### config.mk
export PLATFORM = sky130hd
export DESIGN_NAME = product_display
export DESIGN_NICKNAME = d
export VERILOG_FILES = /design/src/rtl/product_display.sv
export SDC_FILE = /design/constraint.sdc
export NUM_CORES = 1
export LEC_CHECK = 0
export CAP_MARGIN = 0
export CORE_MARGIN = 3
export CORE_UTILIZATION = 61
export CTS_BUF_LIST = sky130_fd_sc_hd__clkbuf_8
export DETAILED_ROUTE_END_ITERATION = 10
export PLACE_DENSITY = 0.87
export SLEW_MARGIN = 20
export SYNTH_ARGS = -nofsm -noshare
export SYNTH_HDL_FRONTEND = slang
export SYNTH_SLANG_ARGS = --single-unit
export TNS_END_PERCENT = 5
### constraint.sdc
create_clock -name clk -period 3.7 [get_ports clk]
set_clock_uncertainty 0.15 [all_clocks]
set_input_delay 0.37 -clock clk [delete_from_list [all_inputs] [get_ports clk]]
set_output_delay 0.37 -clock clk [all_outputs]
set_load 0.03 [all_outputs]
### src/rtl/product_display.sv
`default_nettype none
// +----------------------------------------------------------------------------------------+
// | product_display: captures the multiplier product on a rising done, converts it to BCD   |
// | with a sequential double-dabble and scans it onto a 2-digit common-anode 7-seg display. |
// | Build option: PRODUCT_DISPLAY_BLINK_EN (blink while a new multiplication is pending).   |
// | Revision: 1.0                                                                           |
// +----------------------------------------------------------------------------------------+
module product_display #(
    parameter int unsigned REFRESH_DIV = 50000,
    parameter int unsigned BLINK_DIV   = 12500000
) (
    input  logic       clk,
    input  logic       rst_n,
    input  logic [5:0] pp_i,
    input  logic       done_i,
    output logic       busy_o,
    output logic       valid_o,
    output logic [3:0] bcd_tens_o,
    output logic [3:0] bcd_ones_o,
    output logic [6:0] seg_o,
    output logic [1:0] an_o
);

    localparam int unsigned        REF_W    = (REFRESH_DIV > 1) ? $clog2(REFRESH_DIV) : 1;
    localparam logic [REF_W-1:0]   REF_LAST = REF_W'(REFRESH_DIV - 1);

    typedef enum logic [0:0] {
        S_IDLE = 1'b0,
        S_CONV = 1'b1
    } state_t;

    state_t           state_q, state_d;
    logic             done_q;
    logic [5:0]       sh_q, sh_d;
    logic [3:0]       tw_q, tw_d;
    logic [3:0]       ow_q, ow_d;
    logic [2:0]       cnt_q, cnt_d;
    logic             busy_q, busy_d;
    logic             valid_q, valid_d;
    logic [3:0]       tens_q, tens_d;
    logic [3:0]       ones_q, ones_d;
    logic [REF_W-1:0] ref_q, ref_d;
    logic             digit_q, digit_d;
    logic [6:0]       seg_q, seg_d;
    logic [1:0]       an_q, an_d;

    logic             start_w;
    logic [3:0]       tw_adj_w;
    logic [3:0]       ow_adj_w;
    logic [13:0]      shift_w;
    logic             ref_wrap_w;
    logic             blink_off_w;

    function automatic logic [6:0] seg_of(input logic [3:0] d);
        logic [6:0] s;
        case (d)
            4'd0:    s = 7'b1000000;
            4'd1:    s = 7'b1111001;
            4'd2:    s = 7'b0100100;
            4'd3:    s = 7'b0110000;
            4'd4:    s = 7'b0011001;
            4'd5:    s = 7'b0010010;
            4'd6:    s = 7'b0000010;
            4'd7:    s = 7'b1111000;
            4'd8:    s = 7'b0000000;
            4'd9:    s = 7'b0010000;
            default: s = 7'h7F;
        endcase
        return s;
    endfunction

    assign start_w  = done_i & ~done_q & (state_q == S_IDLE);
    assign tw_adj_w = (tw_q >= 4'd5) ? tw_q + 4'd3 : tw_q;
    assign ow_adj_w = (ow_q >= 4'd5) ? ow_q + 4'd3 : ow_q;
    // One double-dabble step: adjusted {tens,ones,sh} shifted left by one.
    assign shift_w  = {tw_adj_w[2:0], ow_adj_w, sh_q, 1'b0};

    always_ff @(posedge clk or negedge rst_n) begin
        if (!rst_n) begin
            state_q <= S_IDLE;
        end else begin
            state_q <= state_d;
        end
    end

    always_comb begin
        state_d = state_q;
        sh_d    = sh_q;
        tw_d    = tw_q;
        ow_d    = ow_q;
        cnt_d   = cnt_q;
        busy_d  = busy_q;
        valid_d = valid_q;
        tens_d  = tens_q;
        ones_d  = ones_q;
        case (state_q)
            S_IDLE: begin
                if (start_w) begin
                    sh_d    = pp_i;
                    tw_d    = 4'd0;
                    ow_d    = 4'd0;
                    cnt_d   = 3'd0;
                    busy_d  = 1'b1;
                    state_d = S_CONV;
                end
            end
            S_CONV: begin
                tw_d  = shift_w[13:10];
                ow_d  = shift_w[9:6];
                sh_d  = shift_w[5:0];
                cnt_d = cnt_q + 3'd1;
                if (cnt_q == 3'd5) begin
                    tens_d  = shift_w[13:10];
                    ones_d  = shift_w[9:6];
                    valid_d = 1'b1;
                    busy_d  = 1'b0;
                    state_d = S_IDLE;
                end
            end
            default: state_d = S_IDLE;
        endcase
    end

    assign ref_wrap_w = (ref_q == REF_LAST);

    always_comb begin
        ref_d   = ref_wrap_w ? '0 : ref_q + REF_W'(1);
        digit_d = digit_q ^ ref_wrap_w;
        an_d    = 2'b11;
        seg_d   = 7'h7F;
        // digit_q=0 selects units, 1 selects tens; tens has leading-zero suppression.
        if (valid_q && !blink_off_w) begin
            if (!digit_q) begin
                an_d  = 2'b10;
                seg_d = seg_of(ones_q);
            end else if (tens_q != 4'd0) begin
                an_d  = 2'b01;
                seg_d = seg_of(tens_q);
            end
        end
    end

`ifdef PRODUCT_DISPLAY_BLINK_EN
    localparam int unsigned      BLK_W    = (BLINK_DIV > 1) ? $clog2(BLINK_DIV) : 1;
    localparam logic [BLK_W-1:0] BLK_LAST = BLK_W'(BLINK_DIV - 1);

    logic [BLK_W-1:0] blk_q, blk_d;
    logic             phase_off_q, phase_off_d;

    always_comb begin
        blk_d       = (blk_q == BLK_LAST) ? '0 : blk_q + BLK_W'(1);
        phase_off_d = phase_off_q ^ (blk_q == BLK_LAST);
    end

    always_ff @(posedge clk or negedge rst_n) begin
        if (!rst_n) begin
            blk_q       <= '0;
            phase_off_q <= 1'b0;
        end else begin
            blk_q       <= blk_d;
            phase_off_q <= phase_off_d;
        end
    end

    // Blink only while a new multiplication is pending over a held result.
    assign blink_off_w = phase_off_q & ~done_i & valid_q;
`else
    // Steady display; BLINK_DIV is referenced only so the parameter is not dangling.
    assign blink_off_w = 1'b0 & (BLINK_DIV == 0);
`endif

    always_ff @(posedge clk or negedge rst_n) begin
        if (!rst_n) begin
            done_q  <= 1'b0;
            sh_q    <= 6'd0;
            tw_q    <= 4'd0;
            ow_q    <= 4'd0;
            cnt_q   <= 3'd0;
            busy_q  <= 1'b0;
            valid_q <= 1'b0;
            tens_q  <= 4'd0;
            ones_q  <= 4'd0;
            ref_q   <= '0;
            digit_q <= 1'b0;
            seg_q   <= 7'h7F;
            an_q    <= 2'b11;
        end else begin
            done_q  <= done_i;
            sh_q    <= sh_d;
            tw_q    <= tw_d;
            ow_q    <= ow_d;
            cnt_q   <= cnt_d;
            busy_q  <= busy_d;
            valid_q <= valid_d;
            tens_q  <= tens_d;
            ones_q  <= ones_d;
            ref_q   <= ref_d;
            digit_q <= digit_d;
            seg_q   <= seg_d;
            an_q    <= an_d;
        end
    end

    assign busy_o     = busy_q;
    assign valid_o    = valid_q;
    assign bcd_tens_o = tens_q;
    assign bcd_ones_o = ones_q;
    assign seg_o      = seg_q;
    assign an_o       = an_q;

endmodule

`default_nettype wire

==> flow_summary_export.csv <==
group,metric,value,unit
status,status,"complete, no violations",
cts,post_cts_buffers,0,
global_routing,globalRouteOverflowTotal,0,
setup_path,r2r_cells,6,
logic_synthesis,synthCells,288,
cts,clock-root-buffer,"clkbuf_8",
setup_path,critPathArrivalTime,1.63,ns
logic_synthesis,ys_async_sr_fraction,1.00,
sta,fin_setup_tns,0,ns
sta,slew_viol_final,0,
layout,nets,340,
cts,clock_latency,0.31,ns
placement,place.gp.congestion,0.818,
routing,wl_per_cell,14.2,µm
global_routing,grtUsageTotal,0.208,
cts,ctsHoldBuffers,0,
logic_synthesis,synth_area_per_cell,9.90,µm²
hold_path,hold_path_class,"in -> async",
global_routing,grt_max_degree,46,
logic_synthesis,synth_seq_cells,55,
placement,place_ws,1.62,ns
cts,cts_tree,"yes",
routing,drtAntennaViolNets,0,
floorplan,core_area,4440,µm²
logic_synthesis,synth_edf_count,0,
global_routing,antenna_found_initial,0,
routing,drt_pass1_iterations,4,
logic_synthesis,synth.area.top_cells,"dfrtp_1, dfstp_2, ha_1, nand2_1, mux2i_1",
floorplan,die_x,74.4,µm
sta,max_freq,465,MHz
setup_path,path_cells,"clkdlybuf4s50_1",
logic_synthesis,ys_warn_count,0,
cts,cts_buffer_depth,2,
cts,clock_sinks,55,
power_and_ir_drop,leakagePower,1.49,nW
routing,routed_wl,5210,µm
routing,vias,2107,
logic_synthesis,synth_nets,314,
routing,drc_errors,0,
run,drv_cap,0,
sta,post-route-min-period,2.15,ns
setup_path,endpoint_kind,"output pin",
floorplan,rows,24,
sta,rsz0062_at_grt,"false",
routing,drt-initial-drc-count,147,
logic_synthesis,syn-cell-area,2850,µm²
placement,dp_hpwl,3810,µm
floorplan,start_util,0.642,
global_routing,grt_pass1_vias,1991,
cts,cts_buffers,5,
cts,htreeDepth,2,
logic_synthesis,synth_top_area_share,0.404,
setup_path,worst-path-stages,1,
setup_path,critPathSlowestCell,"clkdlybuf4s50_1",
setup_path,crit_required,3.18,ns
setup_path,crit_type,"reg -> out",
floorplan,dieArea,5530,µm²
sta,setup_ws,1.55,ns
setup_path,max_stage_delay,0.75,ns
power_and_ir_drop,vdd_drop_max,408,µV
cts,cts.clk_slew.worst_paths,0.10,ns
layout,num_antenna_cells,0,
logic_synthesis,ys_types,39,
cts,cts_resized,0,
setup_path,start_kind,"register",
sta,setup_viol,0,
layout,fillers,325,
floorplan,io_pins,28,
routing,via_per_inst,5.74,
sta,report.final.hold_viol_count,0,
logic_synthesis,synth_largest_area_cell,"dfrtp_1",
placement,port_buffers,27,
setup_path,r2r_slack,1.83,ns
layout,area_growth,13.7,%
setup_path,cp_top_family,"buffers and inverters",
logic_synthesis,ys_dominant_reg_cell,"dfrtp_1",
sta,tightest_slew,0.963,ns
floorplan,fp.dieH,74.4,µm
power_and_ir_drop,powerDensity,781,nW/µm²
setup_path,cp.buffers_inverters,1,
sta,relSlewSlack,0.358,
layout,drive_above_1_share,0.0984,
logic_synthesis,ys_seq_area_frac,0.487,
global_routing,grt_pass1_wl,8920,µm
sta,fin_crit_sh,0.581,
setup_path,crit_fanout,14,
-- cell type report --
class	count	area, µm²	area share
inverters	13	48.8	0.0150
clock inverters	3	16.3	0.00502
flip-flops and latches	55	1390	0.428
clock buffers	5	68.8	0.0212
repair buffers	29	280	0.0864
well taps	52	65.1	0.0201
multi-input cells	210	1380	0.424
-- state kept, by name, indices dropped and copies added, names as in the netlist --
register    count
ow_q            4
state_q         1
done_q          1
valid_o         1
sh_q            6
ref_q          16
tw_q            4
bcd_ones_o      4
an_o            2
seg_o           7
busy_o          1
bcd_tens_o      4
cnt_q           3
digit_q         1
-- logic make-up after synthesis --
kind of cell               count (synthesis)  share of synthesized area
DFF                                       55                      0.487
adders and majority gates                 17                     0.0746
and+or+nand+nor                          106                      0.186
xor gates and xnor gates                  18                     0.0553
AOI/OAI and AO/OA                         52                      0.106
muxes                                     17                     0.0614
buffers and inverters                     23                     0.0307
-- power breakdown --
group          leakage (nW)  switching (W)  internal (W)  total [W]
clock                0.0453       0.000192      0.000130   0.000322
combinational         0.760       0.000668      0.000540    0.00121
sequential            0.682       0.000189      0.000814    0.00100
-- stage by stage --
| stage | hold slack [ns] | utilization | power, W | cell area [µm²] | std cells |
|---|---|---|---|---|---|
| after floorplan | -0.0756 | - | 0.00185 | 2850 | 288 |
| after global placement | 0.320 | 0.711 | 0.00217 | 3160 | 359 |
| after detailed placement | 0.333 | 0.711 | 0.00223 | 3160 | 359 |
| after CTS | 0.0973 | 0.730 | 0.00255 | 3240 | 367 |
| after global routing | 0.129 | 0.730 | 0.00273 | 3240 | 367 |
| final | 0.0628 | 0.730 | 0.00253 | 3240 | 367 |
-- placed cells by master, fill, tap and decap left out, types with 2 or more instances in the layout --
cell	n
nand2_1	36
mux2i_1	13
ha_1	17
buf_4	2
nand4_1	4
dfrtp_1	46
nand2b_1	9
mux2_2	4
a21oi_1	15
o22a_1	2
o21ai_0	23
nor3b_1	2
a21o_1	3
dfstp_2	9
a211oi_1	2
nor2_1	19
nor3_1	6
nor2b_1	6
xor2_1	9
nand3_1	9
o21a_1	2
inv_1	13
and3_1	2
nor4_1	3
or2_2	4
clkdlybuf4s50_1	26
xnor2_1	9
clkbuf_8	5
-- routing by layer --
| layer | track usage | wire length, µm | up-vias |
|---|---|---|---|
| li1 | - | - | 1029 |
| met1 | 0.274 | 2350 | 1018 |
| met2 | 0.342 | 2530 | 53 |
| met3 | 0.0392 | 239 | 7 |
| met4 | 0.0810 | 84 | 0 |
| met5 | 0 | 0 | - |
-- synth_stat cells, types with 6 or more instances --
cell       n
ha_1      17
nand3_1    9
inv_1     12
dfrtp_1   46
nor3_1     6
xor2_1     9
nor2_1    19
nand2_1   36
a21oi_1   15
dfstp_2    9
clkbuf_1   9
mux2i_1   13
nand2b_1   9
o21ai_0   23
nor2b_1    6
xnor2_1    9
-- worst paths after layout --
kind | startpoint | endpoint
max | bcd_ones_o[3] | bcd_ones_o[3]
min | rst_n | ref_q[9]
max reg2reg | ow_q[0] | bcd_ones_o[2]
min reg2reg | ref_q[0] | ref_q[0]
max in group asynchronous | rst_n | an_o[1]
min in group clk | ref_q[0] | ref_q[0]
Note: power is estimated with default switching activity, not from simulation.
